**src/rtl/unsigned_approx_mult_pipe_if.sv**
```systemverilog
// Operand/result bus of the approximate multiplier pipeline.
// Handshake: a transfer happens on a rising edge where valid=1 and ready=1; valid never waits on ready.
interface unsigned_approx_mult_pipe_if #(
   parameter int WIDTH = 8,
   parameter int CNT_W = 16
);
   logic                 in_valid;
   logic                 in_ready;
   logic [WIDTH-1:0]     x;
   logic [WIDTH-1:0]     y;
   logic                 approx_en;
   logic                 out_valid;
   logic                 out_ready;
   logic [2*WIDTH-1:0]   z;
   logic [CNT_W-1:0]     approx_cnt;

   modport master (
      output in_valid, x, y, approx_en, out_ready,
      input  in_ready, out_valid, z, approx_cnt
   );

   modport slave (
      input  in_valid, x, y, approx_en, out_ready,
      output in_ready, out_valid, z, approx_cnt
   );
endinterface

```
**src/rtl/unsigned_approx_mult_pipe.sv**
```systemverilog
// Two-stage unsigned multiplier with optional truncation of the low L rows of x,
// a small carry compensation term, and a saturating count of approximate results.
module unsigned_approx_mult_pipe #(
   parameter int WIDTH = 8,
   parameter int L     = 2,
   parameter int CNT_W = 16
) (
   input  logic clk,
   input  logic rst_n,
   unsigned_approx_mult_pipe_if.slave bus
);
   localparam int PW = 2 * WIDTH;

   logic             s1_full;
   logic             s1_ae;
   logic [PW-1:0]    s1_prod;
   logic [1:0]       s1_c;
   logic             s2_full;
   logic             s2_ae;
   logic [PW-1:0]    s2_z;
   logic [CNT_W-1:0] cnt;

   logic             s2_adv;
   logic             out_fire;
   logic [PW-1:0]    p_upper;
   logic [PW-1:0]    p_exact;
   logic [1:0]       c_next;
   logic [PW-1:0]    z_next;

   // S2 can take new data when empty or when its current result leaves this cycle.
   assign s2_adv       = !s2_full || bus.out_ready;
   assign bus.in_ready = !s1_full || s2_adv;
   assign out_fire     = s2_full && bus.out_ready;

   assign bus.out_valid  = s2_full;
   assign bus.z          = s2_z;
   assign bus.approx_cnt = cnt;

   always_comb begin
      p_upper = PW'(bus.x >> L) * PW'(bus.y);
      p_exact = PW'(bus.x) * PW'(bus.y);
      c_next  = 2'd0;
      if (L == 1) begin
         c_next = {1'b0, bus.x[0] & bus.y[WIDTH-1]};
      end else if (L == 2) begin
         c_next = {1'b0, (bus.x[0] & bus.y[WIDTH-1]) | (bus.x[1] & bus.y[WIDTH-2])}
                + {1'b0, bus.x[1] & bus.y[WIDTH-1]};
      end
   end

   // In exact mode s1_prod already carries the full product and needs no rework.
   always_comb begin
      z_next = s1_prod;
      if (s1_ae) begin
         z_next = (s1_prod << L) + (PW'(s1_c) << WIDTH);
      end
   end

   always_ff @(posedge clk or negedge rst_n) begin
      if (!rst_n) begin
         s1_full <= 1'b0;
         s1_ae   <= 1'b0;
         s1_prod <= '0;
         s1_c    <= 2'd0;
      end else if (bus.in_ready) begin
         s1_full <= bus.in_valid;
         if (bus.in_valid) begin
            s1_ae   <= bus.approx_en;
            s1_prod <= bus.approx_en ? p_upper : p_exact;
            s1_c    <= bus.approx_en ? c_next : 2'd0;
         end
      end
   end

   always_ff @(posedge clk or negedge rst_n) begin
      if (!rst_n) begin
         s2_full <= 1'b0;
         s2_ae   <= 1'b0;
         s2_z    <= '0;
         cnt     <= '0;
      end else begin
         if (s2_adv) begin
            s2_full <= s1_full;
            if (s1_full) begin
               s2_z  <= z_next;
               s2_ae <= s1_ae;
            end
         end
         if (out_fire && s2_ae && (cnt != {CNT_W{1'b1}})) begin
            cnt <= cnt + 1'b1;
         end
      end
   end
endmodule

```
**src/flat_wrapper.sv**
```systemverilog
// flat-port wrapper written by rule: the top's interface ports become plain ports
module unsigned_approx_mult_pipe_flat 
#(
   parameter int WIDTH = 8,
   parameter int L     = 2,
   parameter int CNT_W = 16
)
  (clk, rst_n, bus_in_valid, bus_x, bus_y, bus_approx_en, bus_out_ready, bus_in_ready, bus_out_valid, bus_z, bus_approx_cnt);
  unsigned_approx_mult_pipe_if #(.WIDTH(WIDTH), .CNT_W(CNT_W)) bus_i ();
  input  logic clk;
  input  logic rst_n;
  input wire logic [$bits(bus_i.in_valid)-1:0] bus_in_valid;
  input wire logic [$bits(bus_i.x)-1:0] bus_x;
  input wire logic [$bits(bus_i.y)-1:0] bus_y;
  input wire logic [$bits(bus_i.approx_en)-1:0] bus_approx_en;
  input wire logic [$bits(bus_i.out_ready)-1:0] bus_out_ready;
  output wire logic [$bits(bus_i.in_ready)-1:0] bus_in_ready;
  output wire logic [$bits(bus_i.out_valid)-1:0] bus_out_valid;
  output wire logic [$bits(bus_i.z)-1:0] bus_z;
  output wire logic [$bits(bus_i.approx_cnt)-1:0] bus_approx_cnt;
  assign bus_i.in_valid = bus_in_valid;
  assign bus_i.x = bus_x;
  assign bus_i.y = bus_y;
  assign bus_i.approx_en = bus_approx_en;
  assign bus_i.out_ready = bus_out_ready;
  assign bus_in_ready = bus_i.in_ready;
  assign bus_out_valid = bus_i.out_valid;
  assign bus_z = bus_i.z;
  assign bus_approx_cnt = bus_i.approx_cnt;
  unsigned_approx_mult_pipe #(.WIDTH(WIDTH), .L(L), .CNT_W(CNT_W)) u_core (.clk(clk), .rst_n(rst_n), .bus(bus_i));
endmodule
```
**config.mk**
```make
export PLATFORM = sky130hd
export DESIGN_NAME = unsigned_approx_mult_pipe_flat
export DESIGN_NICKNAME = d
export VERILOG_FILES = /design/src/rtl/unsigned_approx_mult_pipe_if.sv /design/src/rtl/unsigned_approx_mult_pipe.sv /design/src/flat_wrapper.sv
export SDC_FILE = /design/constraint.sdc
export NUM_CORES = 1
export LEC_CHECK = 0
export ABC_CLOCK_PERIOD_IN_PS = 2100
export CAP_MARGIN = 20
export CORE_UTILIZATION = 59
export CTS_CLUSTER_DIAMETER = 100
export DETAILED_ROUTE_END_ITERATION = 12
export GPL_ROUTABILITY_DRIVEN = 1
export PLACE_DENSITY = 0.91
export SLEW_MARGIN = 0
export SYNTH_ARGS = -nofsm -noshare
export SYNTH_HDL_FRONTEND = slang
export SYNTH_SLANG_ARGS = --single-unit
```
**constraint.sdc**
```tcl
create_clock -name clk -period 2.1 [get_ports clk]
set_input_delay 0.42 -clock clk [delete_from_list [all_inputs] [get_ports clk]]
set_output_delay 0.42 -clock clk [all_outputs]
set_load 0.1 [all_outputs]
```
==> metrics, run 1 <==
status=finished with violations; violated checks=setup timing; Yosys reg bits=54; HPWL after detailed placement=12.2 mm; Tightest Hold Check Type=in2async; Skew-Pair Late Insertion Delay=0.33 ns; Routed Antenna Nets=0; slowest CP cell=fa_1; Global Route Usage Sum=0.371; Net count, final=938; DIE HEIGHT=101 um; Num CTS Buffers=5; Placed Instance Area=0.00729 mm2; via count=5,699; aggregate global routing overflow=0; CP bufs+invs=5; post-synth net total=766; top fanout value on the critical path=4; core area=0.00933 mm2; startpoint types=input pin; initial drt markers=649; First-pass DRT Iterations=6; Leak=3.95 nW; max-slew headroom at the worst pin=0.434; Syn Std Cell Area=0.00573 mm2; path depth of the worst reg2reg path=9; GPL Wtd Cong=0.900; Final setup viols=13; final wirelength=21.2 mm; Residual DRC=0; clock period minus worst slack=4.22 ns; data required time of the worst path=2.35 ns; vias in the first global route=5,722; Avg WL per Cell=22.8 um; Layout Skew=0.0130 ns; Post-synth ARST share=1.00; layout cell share with drive strength beyond 1=0.379; Hold Vio Cnt, Final=0; Synth warnings=0; first-pass GRT wire length=28.5 mm; count of cell types in the netlist=48; Worst path top cell family by delay=adder cells; Ports=55; CP Class=in2reg; DIE AREA=0.0101 mm2; CTS tree=done; most frequent cells in the layout=buf_4, inv_1, nand2_1, fa_1, ha_1; worst stage delay on the critical path=0.56 ns; Tcrit/Tclk final=2.01; PwrDens=1110 mW/mm2; commonest non-fill, non-tap cell in the layout=buf_4; Area Growth Syn to Fin=38.3%; Clock Pin Slew Worst Setup and Hold Paths=0.11 ns; antenna violations before repair=0; die span in x=101 um; Clock Path Buffers=2; Design Area, Final=0.00793 mm2; Power Total=8.79 mW; fin worst setup slack=-2.12 ns; worst vdd ir=0.913 mV; RR Startpoint=u_core.s1_c[0]; post-synthesis sequential area ratio=0.236; WP data arrival=4.47 ns; root buf cell=clkbuf_8; Post-Syn Instances=626; # diodes=0; DR vias/cell=6.14; H-Tree Depth=2; Hold WS=0.0103 ns; clock sink count=54; critical-path cell list=buf_8, buf_6, nand2_4, inv_2, fa_1, fa_2, fa_1, inv_2, fa_1, inv_2, ha_4, o211ai_1, a21o_1, a211oi_2, nor2_1, xor2_1, o211ai_1; fmax=237 MHz; Site Rows=35; Port Buffers=54; largest net degree at the start of global routing=33; max cap viols=0; Post-synth EDFFs=0; Syn Area/Cell=9.16 um2; Slew @ Worst Pin=0.850 ns; critical path endpoint category=flop; Initial Utilization=0.615; Reg-to-Reg End=u_core.bus.z[14]; Top FF cell, synth=dfrtp_1; FF-to-FF setup slack=0.04 ns; unrepaired setup endpoints after global routing=yes; Slew Limit Fails=0
cells in the mapped netlist, types with 12 or more instances:
cell type,number,share of area
ha_1,61,0.13
fa_1,58,0.20
xor2_1,13,0.020
nor2_1,19,0.012
dfrtp_1,54,0.24
and2_1,45,0.049
a21oi_1,12,0.010
inv_1,106,0.069
nand2_1,85,0.056
xnor2_1,23,0.035
o21ai_0,41,0.036
mux2i_1,16,0.028
per-layer routing:
layer / share of wire / routed length (um) / vias up / track usage
li1: - / - / 2369 / -
met4: 0.089 / 1890 / 0 / 0.205
met3: 0.085 / 1790 / 179 / 0.0506
met1: 0.34 / 7230 / 2692 / 0.411
met2: 0.48 / 10300 / 459 / 0.687
met5: 0 / 0 / - / 0
kinds of logic after synthesis:
kind of cell,Yosys count,synth area share
mux,18,0.0319
fa+ha+maj,119,0.336
flops,54,0.236
simple gates,192,0.168
xor+xnor,36,0.0550
compound gates,90,0.0967
buf+inv,117,0.0768
state kept, by name, summed over array words and instances (netlist names):
signal,cells
u_core.bus.approx_cnt,16
u_core.bus.z,16
u_core.s1_prod,16
u_core.s1_c,2
u_core.bus.out_valid,1
u_core.s1_ae,1
u_core.s1_full,1
u_core.s2_ae,1
through the flow:
stage          cells  TNS, ns  utilization  worst slack [ns]
5_1_grt          928   -22.00        0.850             -2.18
2_1_floorplan    626   -18.80            -             -1.88
6_report         928   -21.52        0.850             -2.12
3_3_place_gp     902   -28.52        0.782             -2.60
4_1_cts          920   -18.88        0.824             -1.82
3_5_place_dp     902   -29.72        0.782             -2.71
power by group:
group          internal [mW]  switching (mW)  leakage (nW)
logic                   2.47            4.00          3.22
registers               1.32           0.332         0.679
clock network          0.303           0.374        0.0544
total                   4.09            4.70          3.95
repair_timing:
item,CTS,global route
setup endpoints to repair,14,14
hold buffers,0,0
pin swaps,63,54
setup buffers,14,9
resized for setup,139,45
how the worst max path moves through the flow:
stage | from | end | depth (start not counted)
3_3_place_gp | bus_y[5] | u_core.s1_prod[14] | 16
6_report | bus_x[5] | u_core.s1_prod[13] | 17
2_1_floorplan | bus_x[3] | u_core.s1_prod[14] | 16
3_5_place_dp | bus_y[5] | u_core.s1_prod[14] | 16
5_1_grt | bus_x[6] | u_core.s1_prod[12] | 17
4_1_cts | bus_x[5] | u_core.s1_prod[13] | 17
cell type report:
| class | instances | area [um2] |
|---|---|---|
| well taps | 129 | 161 |
| repair buffers | 176 | 1480 |
| clock inverters | 1 | 8.76 |
| flip-flops and latches | 54 | 1370 |
| multi-input cells | 455 | 4420 |
| inverters | 106 | 398 |
| fillers | 441 | 1400 |
| clock buffers | 7 | 96.3 |
(Power assumes the default switching activity.)
==> run 2: changes to the inputs <==
--- a/config.mk
+++ b/config.mk
@@ -12,7 +12,6 @@
 export DETAILED_ROUTE_END_ITERATION = 12
 export GPL_ROUTABILITY_DRIVEN = 1
 export PLACE_DENSITY = 0.91
-export SLEW_MARGIN = 0
 export SYNTH_ARGS = -nofsm -noshare
 export SYNTH_HDL_FRONTEND = slang
 export SYNTH_SLANG_ARGS = --single-unit
==> results of run 2 <==
Final layout, timing and power as in run 1 (identical DEF).
